`src/rtl/seg7_capture_decoder_if.sv`:
```
// Bus between a multiplexed active-low 7-segment display path and the capture decoder.
// The display side (master) drives segments/selects; the decoder (slave) returns the decoded word.
interface seg7_capture_decoder_if #(
  parameter int NUM_DIGITS = 2
);
  logic [6:0]              seg_n;
  logic [NUM_DIGITS-1:0]   dig_n;
  logic [4*NUM_DIGITS-1:0] data_out;
  logic                    data_valid;
  logic                    err;
  logic [NUM_DIGITS-1:0]   digit_err;

  modport master (
    output seg_n,
    output dig_n,
    input  data_out,
    input  data_valid,
    input  err,
    input  digit_err
  );

  modport slave (
    input  seg_n,
    input  dig_n,
    output data_out,
    output data_valid,
    output err,
    output digit_err
  );
endinterface

```
`src/rtl/seg7_capture_decoder.sv`:
```
// Snoops a multiplexed active-low 7-segment bus, debounces each digit, decodes it back to a hex
// nibble and publishes the assembled word once every digit of a scan frame has been captured.
//
// state   | meaning
// IDLE    | no digit of the current frame captured yet
// COLLECT | some, not all, digits captured
// PUBLISH | one cycle: outputs carry the completed frame, seen mask cleared
module seg7_capture_decoder #(
  parameter int NUM_DIGITS    = 2,
  parameter int STABLE_CYCLES = 4
) (
  input logic                  clk,
  input logic                  rst_n,
  seg7_capture_decoder_if.slave bus
);

  localparam int SW = NUM_DIGITS + 7;
  localparam int CW = $clog2(STABLE_CYCLES + 2);
  localparam logic [CW-1:0] CNT_FIRE = CW'(STABLE_CYCLES);
  localparam logic [CW-1:0] CNT_SAT  = CW'(STABLE_CYCLES + 1);

  typedef enum logic [1:0] {
    IDLE    = 2'd0,
    COLLECT = 2'd1,
    PUBLISH = 2'd2
  } state_t;

  state_t state, nextState;

  logic [SW-1:0] syncMeta, syncS, prevS;
  logic [CW-1:0] stableCnt;
  logic          captureEvt;

  logic [NUM_DIGITS-1:0]   digSel;
  logic [6:0]              segPat;
  logic                    digOneHot;
  logic                    capQual;
  logic [4:0]              decoded;

  logic [4*NUM_DIGITS-1:0] shadow, shadowNext;
  logic [NUM_DIGITS-1:0]   shadowErr, shadowErrNext;
  logic [NUM_DIGITS-1:0]   seen, seenNext;

  logic [4*NUM_DIGITS-1:0] dataOut;
  logic [NUM_DIGITS-1:0]   digitErr;
  logic                    errOut;

  // Returns {invalid, nibble}; unknown patterns decode to nibble 0 with the invalid flag set.
  function automatic logic [4:0] decodeSeg(input logic [6:0] p);
    case (p)
      7'h3F:   return 5'h00;
      7'h06:   return 5'h01;
      7'h5B:   return 5'h02;
      7'h4F:   return 5'h03;
      7'h66:   return 5'h04;
      7'h6D:   return 5'h05;
      7'h7D:   return 5'h06;
      7'h07:   return 5'h07;
      7'h7F:   return 5'h08;
      7'h6F:   return 5'h09;
      7'h77:   return 5'h0A;
      7'h7C:   return 5'h0B;
      7'h39:   return 5'h0C;
      7'h5E:   return 5'h0D;
      7'h79:   return 5'h0E;
      7'h71:   return 5'h0F;
      default: return 5'h10;
    endcase
  endfunction

  always_ff @(posedge clk or negedge rst_n) begin
    if (!rst_n) begin
      syncMeta  <= '1;
      syncS     <= '1;
      prevS     <= '1;
      stableCnt <= '0;
    end else begin
      syncMeta <= {bus.dig_n, bus.seg_n};
      syncS    <= syncMeta;
      prevS    <= syncS;
      if (syncS != prevS) begin
        stableCnt <= '0;
      end else if (stableCnt != CNT_SAT) begin
        stableCnt <= stableCnt + 1'b1;
      end
    end
  end

  // Saturating one past the fire value makes the capture a single pulse per stable episode.
  assign captureEvt = (syncS == prevS) && (stableCnt == CNT_FIRE);

  assign digSel    = ~syncS[SW-1:7];
  assign segPat    = ~syncS[6:0];
  assign digOneHot = (digSel != '0) && ((digSel & (digSel - 1'b1)) == '0);
  assign capQual   = captureEvt && digOneHot;
  assign decoded   = decodeSeg(segPat);

  always_comb begin
    shadowNext    = shadow;
    shadowErrNext = shadowErr;
    // Clearing seen in PUBLISH before merging lets a capture in that cycle start the next frame.
    seenNext      = (state == PUBLISH) ? '0 : seen;
    if (capQual) begin
      for (int i = 0; i < NUM_DIGITS; i++) begin
        if (digSel[i]) begin
          shadowNext[4*i +: 4] = decoded[3:0];
          shadowErrNext[i]     = decoded[4];
          seenNext[i]          = 1'b1;
        end
      end
    end
  end

  always_comb begin
    nextState = state;
    if (&seenNext) begin
      nextState = PUBLISH;
    end else if (|seenNext) begin
      nextState = COLLECT;
    end else begin
      nextState = IDLE;
    end
  end

  always_ff @(posedge clk or negedge rst_n) begin
    if (!rst_n) begin
      state     <= IDLE;
      shadow    <= '0;
      shadowErr <= '0;
      seen      <= '0;
    end else begin
      state     <= nextState;
      shadow    <= shadowNext;
      shadowErr <= shadowErrNext;
      seen      <= seenNext;
    end
  end

  // Outputs load on entry to PUBLISH so they are already valid while data_valid is high.
  always_ff @(posedge clk or negedge rst_n) begin
    if (!rst_n) begin
      dataOut  <= '0;
      digitErr <= '0;
      errOut   <= 1'b0;
    end else if (nextState == PUBLISH) begin
      dataOut  <= shadowNext;
      digitErr <= shadowErrNext;
      errOut   <= |shadowErrNext;
    end
  end

  assign bus.data_out   = dataOut;
  assign bus.digit_err  = digitErr;
  assign bus.err        = errOut;
  assign bus.data_valid = (state == PUBLISH);

endmodule

```
`src/flat_wrapper.sv`:
```
// flat-port wrapper written by rule: the top's interface ports become plain ports
module seg7_capture_decoder_flat 
#(
  parameter int NUM_DIGITS    = 2,
  parameter int STABLE_CYCLES = 4
)
  (clk, rst_n, bus_seg_n, bus_dig_n, bus_data_out, bus_data_valid, bus_err, bus_digit_err);
  seg7_capture_decoder_if #(.NUM_DIGITS(NUM_DIGITS)) bus_i ();
  input logic clk;
  input logic rst_n;
  input wire logic [$bits(bus_i.seg_n)-1:0] bus_seg_n;
  input wire logic [$bits(bus_i.dig_n)-1:0] bus_dig_n;
  output wire logic [$bits(bus_i.data_out)-1:0] bus_data_out;
  output wire logic [$bits(bus_i.data_valid)-1:0] bus_data_valid;
  output wire logic [$bits(bus_i.err)-1:0] bus_err;
  output wire logic [$bits(bus_i.digit_err)-1:0] bus_digit_err;
  assign bus_i.seg_n = bus_seg_n;
  assign bus_i.dig_n = bus_dig_n;
  assign bus_data_out = bus_i.data_out;
  assign bus_data_valid = bus_i.data_valid;
  assign bus_err = bus_i.err;
  assign bus_digit_err = bus_i.digit_err;
  seg7_capture_decoder #(.NUM_DIGITS(NUM_DIGITS), .STABLE_CYCLES(STABLE_CYCLES)) u_core (.clk(clk), .rst_n(rst_n), .bus(bus_i));
endmodule
```
`config.mk`:
```
export PLATFORM = sky130hd
export DESIGN_NAME = seg7_capture_decoder_flat
export DESIGN_NICKNAME = d
export VERILOG_FILES = /design/src/rtl/seg7_capture_decoder_if.sv /design/src/rtl/seg7_capture_decoder.sv /design/src/flat_wrapper.sv
export SDC_FILE = /design/constraint.sdc
export NUM_CORES = 1
export LEC_CHECK = 0
export ABC_AREA = 1
export CORE_UTILIZATION = 50
export CTS_CLUSTER_SIZE = 8
export DETAILED_ROUTE_END_ITERATION = 16
export PLACE_DENSITY = 0.7
export SYNTH_ARGS = -nofsm -noshare
export SYNTH_HDL_FRONTEND = slang
export SYNTH_SLANG_ARGS = --single-unit
```
`constraint.sdc`:
```
create_clock -name clk -period 2.4 [get_ports clk]
set_input_delay 0.48 -clock clk [delete_from_list [all_inputs] [get_ports clk]]
set_output_delay 0.48 -clock clk [all_outputs]
set_load 0.005 [all_outputs]
```
**Yosys cells after proc, flatten, opt, wreduce, memory -nomap -nowiden**

Cells that the tools add are included.

- Bits in registers: 55
- Latch bits: 0
- Memory bits (writable): 0
- Memory bits (read-only): 0
- Bits of input ports: 11
- Output and inout port bits: 12
- Logic and storage cells: 62
- Memories kept: 0

- Add/subtract/negate cells: 2
- $mul: 0
- Div/mod/pow operators: 0
- Order comparisons: 0
- Equal/unequal tests: 22
- Shift operators: 0
- Mux-type cells: 15
- Bitwise gates (word level): 3
- Reduce and logical (&&, ||, !) cells: 9

Operators by type and width:

| cell | count |
|---|---|
| $eq 7x7->1 const B | 12 |
| $pmux 5 s16 | 1 |
| $eq 7x3->1 const B | 2 |
| $eq 7x6->1 const B | 2 |
| $eq 9x9->1 | 1 |
| $ne 9x9->1 | 1 |
| $mux 2 | 4 |
| $mux 4 | 2 |
| $mux 8 | 1 |
| $not 7->7 | 1 |
| $mux 3 | 2 |
| $mux 1 | 5 |
| $eq 2x2->1 const B | 2 |
| $reduce_bool 2->1 | 2 |
| $reduce_or 2->1 | 2 |
| $add 3x1->3 const B | 1 |
| $eq 3x3->1 const B | 1 |
| $logic_and 1x1->1 | 3 |
| $ne 3x3->1 const B | 1 |
| $and 2x2->2 | 1 |
| $logic_not 2->1 | 1 |
| $not 2->2 | 1 |
| $reduce_and 2->1 | 1 |
| $sub 2x1->2 const B | 1 |

**Depth between registers and ports, before layout**

- Depth after elaboration: 11
- Gate-level depth with buffers: 13
- Depth with buffers taken out: 12

**Worst setup path before layout**

Ideal clock, no wire load.

- Kind: reg-to-reg
- Start: register u_core.stableCnt[0]
- End: register u_core.digitErr[1], in the netlist u_core.bus.digit_err[1]
- Setup time: 0.119 ns
- Data arrival time: 1.825 ns
- Data required time: 2.281 ns
- Path slack: 0.455 ns
- Cell stages (with the launch flop): 12
- Buffers on the path: 1
- Clock period less this slack: 1.945 ns
- Path through: dfrtp_1 inv_1 ha_1 nand3_1 a21oi_1 nand4_1 nand2_1 ha_1 inv_1 clkbuf_1 nand2_1 nand2_1

- Cells in the longest elaborated chain, start to end: 8
- Elaborated cells between the ends (all ways): 10
- Those cells by class: 2 x eq/ne; 4 x mux; 4 x reduce/logical

Ends and longest elaborated chain:

| what | RTL line | source |
|---|---|---|
| start: declaration | seg7_capture_decoder.sv:31 | `logic [CW-1:0] stableCnt;` |
| start signal: assignment | seg7_capture_decoder.sv:84 | `stableCnt <= stableCnt + 1'b1;` |
| $eq 3x3->1 * | seg7_capture_decoder.sv:90 | `assign captureEvt = (syncS == prevS) && (stableCnt == CNT_FIRE);` |
| $logic_and 1x1->1 * | seg7_capture_decoder.sv:90 |  |
| $logic_and 1x1->1 * | seg7_capture_decoder.sv:95 | `assign capQual = captureEvt && digOneHot;` |
| $mux 2 * | seg7_capture_decoder.sv:103 | `if (capQual) begin` |
| named net u_core.seenNext[1] | seg7_capture_decoder.sv:42 | `logic [NUM_DIGITS-1:0] seen, seenNext;` |
| $reduce_or 2->1 | seg7_capture_decoder.sv:118 | `end else if (\|seenNext) begin` |
| $mux 1 | seg7_capture_decoder.sv:118 |  |
| $mux 2 * | seg7_capture_decoder.sv:116 | `if (&seenNext) begin` |
| $eq 2x2->1 * | seg7_capture_decoder.sv:145 | `end else if (nextState == PUBLISH) begin` |
| end signal: assignment | seg7_capture_decoder.sv:147 | `digitErr <= shadowErrNext;` |
| end: declaration | seg7_capture_decoder.sv:45 | `logic [NUM_DIGITS-1:0] digitErr;` |

The timed path passes the listed nets; every way through them passes the cells marked *.
A chain may end at the register's enable or synchronous reset.

**Final worst setup path**

- Start: register u_core.stableCnt[0]
- End: register u_core.errOut, in the netlist u_core.bus.err

- Cells in the longest elaborated chain, start to end: 8
- Elaborated cells between the ends (all ways): 11
- Those cells by class: 2 x eq/ne; 4 x mux; 5 x reduce/logical

Ends and longest elaborated chain:

| what | RTL line | source |
|---|---|---|
| $eq 3x3->1 * | seg7_capture_decoder.sv:90 |  |
| $logic_and 1x1->1 * | seg7_capture_decoder.sv:90 |  |
| $logic_and 1x1->1 * | seg7_capture_decoder.sv:95 |  |
| $mux 2 * | seg7_capture_decoder.sv:103 |  |
| named net u_core.seenNext[1] | seg7_capture_decoder.sv:42 |  |
| $reduce_or 2->1 | seg7_capture_decoder.sv:118 |  |
| $mux 1 | seg7_capture_decoder.sv:118 |  |
| $mux 2 * | seg7_capture_decoder.sv:116 |  |
| $eq 2x2->1 * | seg7_capture_decoder.sv:145 |  |
| end signal: assignment | seg7_capture_decoder.sv:148 | `errOut <= \|shadowErrNext;` |
| end: declaration | seg7_capture_decoder.sv:46 | `logic errOut;` |

Marks and branches as above.

==> metrics.md <==
| Metric | Value |
|---|---|
| Pwr dens | `571 nW/um2` |
| Seq/Total Area, Yosys | `58.9%` |
| Boundary Pins | `23` |
| Static leakage | `between 1 and 1.5 nW` |
| Dpl hpwl | `around 3000 um` |
| Post-DP Area | `2700 um2` |
| Largest net degree at the start of global routing | `30` |
| Worst vdd ir | `393 uV` |
| Overall power | `between 0.0015 and 0.002 W` |
| Post-synthesis mux area share | `0%` |
| Hold Slack | `between 0.15 and 0.2 ns` |
| Total clock buffers created by CTS | `5` |
| Worst Path Arrival | `~2.3 ns` |
| Post-CTS Hold Buffers | `0` |
| Die Height | `71.2 um` |
| Drt drc | `1` |
| Setup CP Type | `flip-flop to flip-flop` |
| Worst skew pair latency | `about 0.31 ns` |
| First-pass GRT wire length | `roughly 7200 um` |
| Reg2reg path depth | `10` |
| Setup Fix Bufs, Post-CTS | `0` |
| DRT iter0 DRCs | `just over 60` |
| Finished layout cell area | `about 2800 um2` |
| Core ar. | `between 4000 and 5000 um2` |
| Final hold vios | `0` |
| Drt wl/cell | `roughly 12 um` |
| Post-CTS resize count | `0` |
| Min Clock Period, post-route | `2.06 ns` |
| Longest Clk Path Bufs | `2` |
| Detail-routed via count per cell | `between 4 and 5` |
| Relative slew slack | `between 60% and 70%` |
| CP peak stage delay | `around 0.41 ns` |
| Initial Utilization | `53.5%` |
| Worst EP required | `2.60 ns` |
| Adder-Cell Fraction of Synth Area | `2.61%` |
| Post-route setup TNS | `0 ns` |
| Cell Area, Synth | `around 2400 um2` |
| Worst Path Max Fanout | `11` |
| RSZ-0062 raised after global routing | `no` |
| XOR/XNOR Fraction of Synth Area | `under 10%` |
| PortBufs | `22` |
| Synthesized instance count | `roughly 260` |
| Endpoint of the worst register-to-register path | `u_core.bus.err` |
| Main combinational cell family by area after synthesis | `simple AND/OR/NAND/NOR gates` |
| Synthesized Nets | `between 200 and 300` |
| Final net count | `slightly above 300` |
| Worst flop-to-flop path startpoint | `u_core.stableCnt[0]` |
| CTS H-tree lvls | `2` |
| TritonRoute pass-1 iters | `10` |
| Post-Synth Simple-Gate Area | `roughly 27%` |
| Syn avg cell area | `between 9 and 10 um2` |
| Final setup fails | `0` |
| Failing checks | `design-rule violations` |
| CTS tree | `done` |
| Vias in the first global route | `between 1,500 and 2,000` |
| Startpoint Class | `flip-flop` |
| Reg2reg setup slack | `0.34 ns` |
| ANT nets after route | `0` |
| Final worst-path cycle share | `between 80% and 90%` |
| ANT cells | `0` |
| Placement row count | `24` |
| Hold WC Path Type | `input port to async pin` |
| Unique masters post-synth | `22` |
| Least-Margin Pin Slew | `slightly below 0.6 ns` |
| Layout cells sized above 1 | `19.3%` |
| Synth Area in Compound Gates | `3.08%` |
| Die area | `about 5100 um2` |
| Crit-path slowest cell | `dfrtp_1` |
| F_max | `485 MHz` |
| CTS clk-pin slew, worst paths | `0.10 ns` |
| Total global routing overflow | `0` |
| Setup Skew | `approximately 0.0092 ns` |
| Max cap viols | `0` |
| Number of clock sinks | `between 50 and 60` |
| Synth warn | `0` |
| Area Overhead vs Synth | `16.4%` |
| Max-slew violations | `0` |
| Root Driver | `clkbuf_8` |
| Final wirelength | `between 3000 and 4000 um` |
| Cell Chain, Critical Path | `inv_1, ha_1, nand3_1, a21oi_1, nand4_1, nand2_1, ha_1, inv_1, nand2_1, nand3_1` |
| Vias | `1,644` |
| Status | `complete, but fails checks` |
| Final GP Congestion | `approximately 0.9` |
| Die width | `71.2 um` |
| Total GRT Usage | `about a fifth` |
| CP endpoint kind | `flip-flop` |
| #FFs+latches synth | `between 50 and 60` |
| Initial antenna violation count | `0` |
## registers in the layout (all words and copies together) (netlist names)
name                  count
u_core.bus.data_out       8
u_core.bus.digit_err      2
u_core.bus.err            1
u_core.prevS              9
u_core.seen               2
u_core.shadow             8
u_core.shadowErr          2
u_core.stableCnt          3
u_core.state              2
u_core.syncMeta           9
u_core.syncS              9
## worst max path at each step
stage / start / to / slack, ns / cells after the start
after floorplan: u_core.stableCnt[0] / u_core.bus.digit_err[1] / 0.46 / 11
after global placement: u_core.stableCnt[0] / u_core.bus.err / 0.40 / 10
after detailed placement: u_core.syncS[7] / u_core.bus.err / 0.33 / 12
after CTS: u_core.stableCnt[0] / u_core.bus.err / 0.32 / 10
after global routing: u_core.stableCnt[0] / u_core.bus.err / 0.13 / 10
final: u_core.stableCnt[0] / u_core.bus.err / 0.34 / 10
## final cells by class
| type | count | area, um2 |
|---|---|---|
| clock buffer | 6 | 72.6 |
| clock inverter | 2 | 16.3 |
| fill | 378 | 1690 |
| inverter | 31 | 116 |
| multi-input combinational | 171 | 856 |
| sequential | 55 | 1410 |
| tap | 52 | 65.1 |
| timing repair buffer | 25 | 250 |
## critical path: cells and delay by family, from the launching register on
kind | cells | cell delay (ns)
simple gates | 5 | 0.62
compound gates | 1 | 0.31
flops | 1 | 0.41
buf+inv | 2 | 0.26
fa+ha+maj | 2 | 0.35
## metal layers
layer / global-route usage [%] / wire (um) / vias up
met4: 9.33 / 88 / 0
met3: 4.27 / 133 / 7
li1: - / - / 853
met5: 0 / 0 / -
met2: 30.6 / 1800 / 26
met1: 24.1 / 1970 / 758
## kinds of logic after synthesis
kind of cell / count (synthesis)
and+or+nand+nor: 146
DFF: 55
buffers and inverters: 33
AOI/OAI and AO/OA: 11
xor gates and xnor gates: 9
adders and majority gates: 5
## power breakdown
part           switching [W]  internal [W]
registers          0.0000201      0.000969
logic              0.0000564     0.0000389
clock network       0.000298      0.000210
## through the flow
stage | instances | utilization, % | setup WS [ns]
6_report | 342 | 62.3 | 0.338
2_1_floorplan | 259 | - | 0.455
5_1_grt | 342 | 62.3 | 0.129
4_1_cts | 342 | 62.3 | 0.315
3_3_place_gp | 334 | 60.3 | 0.403
3_5_place_dp | 334 | 60.3 | 0.330
## layout by cell type, fill, tap and decap left out, types with 2 or more instances in the layout
cell type	count
dfstp_2	27
o21ai_0	2
buf_4	2
nor2_4	2
nand2_2	3
nor2_1	26
clkbuf_8	5
and2_1	6
xor2_1	2
nand4_1	2
nand2_1	80
clkdlybuf4s50_1	21
ha_1	5
dfrtp_1	28
xnor2_1	7
inv_1	27
inv_2	4
nor2_2	3
a21oi_1	4
nand3_1	18
nor3_1	5
o21ai_2	5
## synth_stat cells
| cell | count | area, um2 |
|---|---|---|
| nand3_1 | 18 | 90.1 |
| buf_4 | 1 | 7.51 |
| o21ai_0 | 2 | 10.0 |
| xnor2_1 | 7 | 61.3 |
| nand2_1 | 80 | 300 |
| ha_1 | 5 | 62.6 |
| and2_1 | 6 | 37.5 |
| xor2_1 | 2 | 17.5 |
| nor2_4 | 2 | 22.5 |
| o21ai_2 | 5 | 43.8 |
| nand3_4 | 1 | 17.5 |
| dfstp_2 | 27 | 709 |
| nand4_1 | 2 | 12.5 |
| a21oi_1 | 4 | 20.0 |
| clkbuf_1 | 1 | 3.75 |
| nand2_2 | 3 | 18.8 |
| inv_1 | 27 | 101 |
| nor2_1 | 26 | 97.6 |
| nor3_1 | 5 | 25.0 |
| dfrtp_1 | 28 | 701 |
| nor2_2 | 3 | 18.8 |
| inv_2 | 4 | 15.0 |
Note: power is estimated with default switching activity, not from simulation.
